[config.mk]
export PLATFORM = sky130hd
export DESIGN_NAME = sparc_fetch_stage_flat
export DESIGN_NICKNAME = d
export VERILOG_FILES = /design/src/rtl/sparc_pkg.sv /design/src/rtl/sparc_fetch_stage_if.sv /design/src/rtl/sparc_fetch_stage_if_id_reg.sv /design/src/rtl/sparc_fetch_stage.sv /design/src/flat_wrapper.sv
export SDC_FILE = /design/constraint.sdc
export NUM_CORES = 1
export LEC_CHECK = 0
export CORE_MARGIN = 4
export CORE_UTILIZATION = 65
export CTS_BUF_LIST = sky130_fd_sc_hd__clkbuf_8
export DETAILED_ROUTE_END_ITERATION = 7
export DONT_BUFFER_PORTS = 1
export PLACE_DENSITY = 0.91
export SLEW_MARGIN = 10
export SYNTH_ARGS = -nofsm -noshare
export SYNTH_HDL_FRONTEND = slang
export SYNTH_SLANG_ARGS = --single-unit
[constraint.sdc]
create_clock -name clk -period 3.59 [get_ports clk]
set_clock_uncertainty 0.15 [all_clocks]
set_input_delay 0.718 -clock clk [delete_from_list [all_inputs] [get_ports clk]]
set_output_delay 0.718 -clock clk [all_outputs]
set_load 0.03 [all_outputs]
[src/rtl/sparc_pkg.sv]
// rtl/sparc_pkg.sv - shared constants and types for the SPARC fetch stage
package sparc_pkg;

   localparam int          WORD_W      = 32;
   localparam logic [31:0] INSTR_BYTES = 32'd4;
   localparam logic [31:0] NOP_WORD    = 32'h0100_0000;

   typedef enum logic {
      RUN   = 1'b0,
      FAULT = 1'b1
   } fetch_state_t;

   typedef struct packed {
      logic [WORD_W-1:0] instr;
      logic [WORD_W-1:0] pc;
      logic              valid;
   } if_id_t;

   // Trap vectors are not checked for alignment; the low bits are simply dropped.
   function automatic logic [WORD_W-1:0] align_word(input logic [WORD_W-1:0] a);
      return a & ~(INSTR_BYTES - 32'd1);
   endfunction

endpackage

[src/rtl/sparc_fetch_stage_if.sv]
// rtl/sparc_fetch_stage_if.sv - instruction memory bus between fetch and imem
interface sparc_fetch_stage_if #(
   parameter int IMEM_AW = 6
);
   import sparc_pkg::*;

   logic [IMEM_AW-1:0] imem_addr;
   logic [WORD_W-1:0]  imem_rdata;

   modport master (output imem_addr, input imem_rdata);
   modport slave  (input imem_addr, output imem_rdata);

endinterface

[src/rtl/sparc_fetch_stage_if_id_reg.sv]
// rtl/sparc_fetch_stage_if_id_reg.sv - IF/ID pipeline register with enable and bubble flush
module if_id_reg
   import sparc_pkg::*;
#(
   parameter logic [WORD_W-1:0] BUBBLE_WORD = 32'h0100_0000
) (
   input  logic   clk,
   input  logic   reset,
   input  logic   en,
   input  logic   flush,
   input  if_id_t d,
   output if_id_t q
);

   // Flush wins over enable; the bubble still records the PC it replaced.
   always_ff @(posedge clk or negedge reset) begin
      if (!reset) begin
         q <= '{instr: BUBBLE_WORD, pc: '0, valid: 1'b0};
      end else if (flush) begin
         q <= '{instr: BUBBLE_WORD, pc: d.pc, valid: 1'b0};
      end else if (en) begin
         q <= d;
      end
   end

endmodule

[src/rtl/sparc_fetch_stage.sv]
// rtl/sparc_fetch_stage.sv - SPARC PC/nPC fetch stage with delayed branch, annul, trap and fault
module sparc_fetch_stage
   import sparc_pkg::*;
#(
   parameter logic [31:0] RESET_PC = 32'h0000_0000,
   parameter int          IMEM_AW  = 6,
   parameter logic [31:0] NOP_WORD = sparc_pkg::NOP_WORD
) (
   input  logic                clk,
   input  logic                reset,
   input  logic                stall,
   input  logic                br_taken,
   input  logic                br_annul,
   input  logic [31:0]         br_target,
   input  logic                trap_req,
   input  logic [31:0]         trap_vec,
   sparc_fetch_stage_if.master imem,
   output logic [31:0]         pc,
   output logic [31:0]         npc,
   output logic [31:0]         if_id_instr,
   output logic [31:0]         if_id_pc,
   output logic                if_id_valid,
   output logic                fetch_fault
);

   fetch_state_t state_q, state_d;
   logic [31:0]  pc_q, npc_q, pc_d, npc_d;
   logic [31:0]  trap_pc;
   logic         ifid_en, ifid_flush;
   if_id_t       ifid_d, ifid_q;

   assign trap_pc = align_word(trap_vec);

   always_ff @(posedge clk or negedge reset) begin
      if (!reset) begin
         state_q <= RUN;
         pc_q    <= RESET_PC;
         npc_q   <= RESET_PC + INSTR_BYTES;
      end else begin
         state_q <= state_d;
         pc_q    <= pc_d;
         npc_q   <= npc_d;
      end
   end

   always_comb begin
      state_d    = state_q;
      pc_d       = pc_q;
      npc_d      = npc_q;
      ifid_en    = 1'b0;
      ifid_flush = 1'b0;
      ifid_d     = '{instr: imem.imem_rdata, pc: pc_q, valid: 1'b1};
      case (state_q)
         RUN: begin
            if (trap_req) begin
               pc_d       = trap_pc;
               npc_d      = trap_pc + INSTR_BYTES;
               ifid_flush = 1'b1;
            end else if (stall) begin
               // decode re-presents any branch once the stall clears
               ifid_en = 1'b0;
            end else if (br_taken && (br_target[1:0] != 2'b00)) begin
               state_d    = FAULT;
               ifid_flush = 1'b1;
            end else if (br_taken) begin
               // the word at pc is the delay slot; annul kills it in place
               ifid_en = 1'b1;
               if (br_annul) begin
                  ifid_d.instr = NOP_WORD;
                  ifid_d.valid = 1'b0;
               end
               pc_d  = br_target;
               npc_d = br_target + INSTR_BYTES;
            end else begin
               ifid_en = 1'b1;
               pc_d    = npc_q;
               npc_d   = npc_q + INSTR_BYTES;
            end
         end
         FAULT: begin
            ifid_flush = 1'b1;
         end
      endcase
   end

   if_id_reg #(
      .BUBBLE_WORD (NOP_WORD)
   ) u_if_id_reg (
      .clk   (clk),
      .reset (reset),
      .en    (ifid_en),
      .flush (ifid_flush),
      .d     (ifid_d),
      .q     (ifid_q)
   );

   assign imem.imem_addr = pc_q[IMEM_AW+1:2];
   assign pc             = pc_q;
   assign npc            = npc_q;
   assign if_id_instr    = ifid_q.instr;
   assign if_id_pc       = ifid_q.pc;
   assign if_id_valid    = ifid_q.valid;
   assign fetch_fault    = (state_q == FAULT);

endmodule
[src/flat_wrapper.sv]
// flat-port wrapper written by rule: the top's interface ports become plain ports
module sparc_fetch_stage_flat import sparc_pkg::*;
#(
   parameter logic [31:0] RESET_PC = 32'h0000_0000,
   parameter int          IMEM_AW  = 6,
   parameter logic [31:0] NOP_WORD = sparc_pkg::NOP_WORD
)
  (clk, reset, stall, br_taken, br_annul, br_target, trap_req, trap_vec, pc, npc, if_id_instr, if_id_pc, if_id_valid, fetch_fault, imem_imem_addr, imem_imem_rdata);
  sparc_fetch_stage_if #(.IMEM_AW(IMEM_AW)) imem_i ();
  input  logic clk;
  input  logic reset;
  input  logic stall;
  input  logic br_taken;
  input  logic br_annul;
  input  logic [31:0] br_target;
  input  logic trap_req;
  input  logic [31:0] trap_vec;
  output logic [31:0] pc;
  output logic [31:0] npc;
  output logic [31:0] if_id_instr;
  output logic [31:0] if_id_pc;
  output logic if_id_valid;
  output logic fetch_fault;
  output wire logic [$bits(imem_i.imem_addr)-1:0] imem_imem_addr;
  input wire logic [$bits(imem_i.imem_rdata)-1:0] imem_imem_rdata;
  assign imem_imem_addr = imem_i.imem_addr;
  assign imem_i.imem_rdata = imem_imem_rdata;
  sparc_fetch_stage #(.RESET_PC(RESET_PC), .IMEM_AW(IMEM_AW), .NOP_WORD(NOP_WORD)) u_core (.clk(clk), .reset(reset), .stall(stall), .br_taken(br_taken), .br_annul(br_annul), .br_target(br_target), .trap_req(trap_req), .trap_vec(trap_vec), .imem(imem_i), .pc(pc), .npc(npc), .if_id_instr(if_id_instr), .if_id_pc(if_id_pc), .if_id_valid(if_id_valid), .fetch_fault(fetch_fault));
endmodule
==> metrics.md <==
| Metric | Value |
|---|---|
| Status | `finished, violations left` |
| Failing checks | `negative hold slack` |
| IO Count | `238` |
| Max Cap Violations | `0` |
| Fillers | `652` |
| #FFs+latches synth | `130` |
| DRT Wirelength | `15.1 mm` |
| Core area | `9200 µm²` |
| Nets | `666` |
| Clock Tree Buf Depth | `2` |
| Buffer count from post-CTS setup fixing | `0` |
| Leakage | `2.96 nW` |
| Largest cells by area after synthesis | `dfrtp_1 52%, mux2_2 7.3%, nand2_1 6.5%, mux2i_1 4.9%, a22o_1 4.4%` |
| Fin crit share | `79.1%` |
| Startpoint types | `flip-flop` |
| Fmax | `352 MHz` |
| Yosys warnings | `0` |
| Power Density | `862 nW/µm²` |
| Worst R2R Path Depth | `6` |
| Fin. Hold Viols | `128` |
| TNS Setup | `0 ps` |
| Slew @ Worst Pin | `733 ps` |
| # clock sinks | `130` |
| Routed vias | `4513` |
| CP endpoint kind | `flip-flop` |
| Post-route minimum period | `2840 ps` |
| Reg2Reg Launch Point | `u_core.npc[4]` |
| Layout Cells excl Fill | `687` |
| Root buffer cell | `clkbuf_8` |
| CP Class | `reg -> reg` |
| Peak supply drop | `0.000508 V` |
| Routability cong. | `0.814` |
| Antenna Cells | `0` |
| Initial Utilization | `66.7%` |
| Vert. Die Dim | `105 µm` |
| Drt via density | `6.57` |
| WP data required | `3770 ps` |
| TritonRoute pass-1 iters | `5` |
| # setup viols final | `0` |
| Synth top area share | `52.2%` |
| Commonest cells in the netlist | `128 x dfrtp_1, 107 x nand2_1, 50 x o21ai_0` |
| Placed cells | `655` |
| WL/cell | `22.0 µm` |
| Reg-to-reg slack, setup | `750 ps` |
| Die area | `11100 µm²` |
| Post-CTS sizing | `0` |
| Detailed placement HPWL | `10.8 mm` |
| Post-synth ARST share | `100%` |
| Antenna viol nets, final | `0` |
| Share of layout cells above drive strength 1 | `17.0%` |
| Clock-pin slew on the worst setup and hold paths | `90 ps` |
| Tot Pwr | `5.69 mW` |
| Hold crit path type | `in -> async` |
| Row cnt | `35` |
| Total CTS buffers | `17` |
| Number of remaining DRC errors | `0` |
| Tot GR Track Use | `27.8%` |
| Yosys top cell by area | `dfrtp_1` |
| Main synth FF type | `dfrtp_1` |
| CTS tree | `done` |
| Slew margin rel. | `50.7%` |
| CP arrival | `3020 ps` |
| Gate Count Post-Synth | `574` |
| Register area share after synthesis | `53.1%` |
| Crit Path Max Fanout | `5` |
| Min Hold Slack | `-163 ps` |
| GRT overflow | `0` |
| Mapped cell area | `6140 µm²` |
| Post-synth EDFFs | `0` |
| Syn nets | `677` |
| Avg Cell Area, Syn | `10.7 µm²` |
| Unrepaired setup endpoints after global routing | `no` |
| Die width | `105 µm` |
| Initial antenna violation count | `0` |
| Count leader, synth | `dfrtp_1` |
| Vias in the first global route | `4604` |
| Largest net degree at the start of global routing | `131` |
| Port Buffer Count | `0` |
| Fin. max-slew vios | `0` |
| Clock latency at the later pin of the worst-skew pair | `420 ps` |
| First-pass GRT wire length | `24.4 mm` |
| Post-synthesis cell type count | `48` |
| H-tree lvl count | `4` |
| Layout area overhead | `7.65%` |
| DRT iter0 DRCs | `375` |
| Reg-to-reg critical path endpoint | `u_core.npc[26]` |
==> flip-flops by register name, indices dropped and copies added (netlist names) <==
| signal | cells |
|---|---|
| u_core.fetch_fault | 1 |
| u_core.npc | 32 |
| u_core.pc | 32 |
| u_core.u_if_id_reg.q | 65 |
==> routing by layer <==
| metal | wire, µm | share of wire [%] | track usage (%) | up-vias |
|---|---|---|---|---|
| li1 | - | - | - | 2048 |
| met1 | 5830 | 39 | 34.1 | 2200 |
| met2 | 7640 | 51 | 46.9 | 244 |
| met3 | 1380 | 9.1 | 8.34 | 21 |
| met4 | 247 | 1.6 | 9.28 | 0 |
| met5 | 0 | 0 | 0 | - |
==> metrics by stage <==
| step | cell area (µm²) | hold WS (ps) | utilization [%] | setup slack [ps] |
|---|---|---|---|---|
| floorplan | 6140 | 272 | - | 634 |
| global placement | 6160 | 275 | 67.0 | 709 |
| detailed placement | 6160 | 275 | 67.0 | 658 |
| CTS | 6610 | -189 | 71.8 | 762 |
| global route | 6610 | -198 | 71.8 | 602 |
| finish | 6610 | -163 | 71.8 | 750 |
==> layout by cell type (no fill, tap or decap), types with 5 or more instances in the layout <==
cell type  instances
mux2i_1           30
a31oi_1           13
xnor2_1            9
o21a_1            10
clkbuf_8          17
nand3_1            8
mux2_2            40
o31ai_1            5
xor2_1             5
o21ai_1            5
dfrtp_1          128
nor2_1            23
a22o_1            31
o21ai_0           50
nand2_1          107
nand4_1           10
or4_1              6
nor4_1             7
inv_1              6
buf_4              9
==> critical path: stages (launching register included) <==
cell and delay [ps]:
dfrtp_1 580, mux2i_1 180, o21a_2 270, or4_1 660
or2_1 330, or4_1 410, a31oi_1 180
==> cell type report <==
cell class | instances | area (µm²) | share of cell area (%)
Multi-Input combinational cell | 399 | 2660 | 40.3
Sequential cell | 130 | 3260 | 49.3
Clock buffer | 17 | 234 | 3.54
Timing Repair Buffer | 10 | 87.6 | 1.33
Inverter | 5 | 18.8 | 0.284
Tap cell | 111 | 139 | 2.10
Clock inverter | 15 | 206 | 3.13
==> worst max path at each step <==
stage	startpoint	endpoint	slack, ps	cells after the start
floorplan	br_taken	u_core.npc[26]	630	9
global placement	br_taken	u_core.npc[26]	710	6
detailed placement	br_taken	u_core.npc[26]	660	6
CTS	u_core.npc[4]	u_core.npc[26]	760	6
global route	u_core.npc[16]	u_core.npc[26]	600	6
finish	u_core.npc[4]	u_core.npc[26]	750	6
==> report_power, final <==
group	leakage (nW)	total, mW	internal (mW)	switching, mW
logic	1.09	0.770	0.388	0.381
registers	1.66	3.55	1.95	1.60
clock network	0.211	1.37	0.766	0.601
==> kinds of logic after synthesis <==
kind of cell	share of synthesized area, %
buffers and inverters	4.02
AND/OR/NAND/NOR	14.5
XOR/XNOR	2.00
flip-flops	53.1
adder cells (fa/ha/maj)	0.204
multiplexers	12.2
AO/OA/AOI/OAI	14.0
Power figures use the tool's default switching activity.
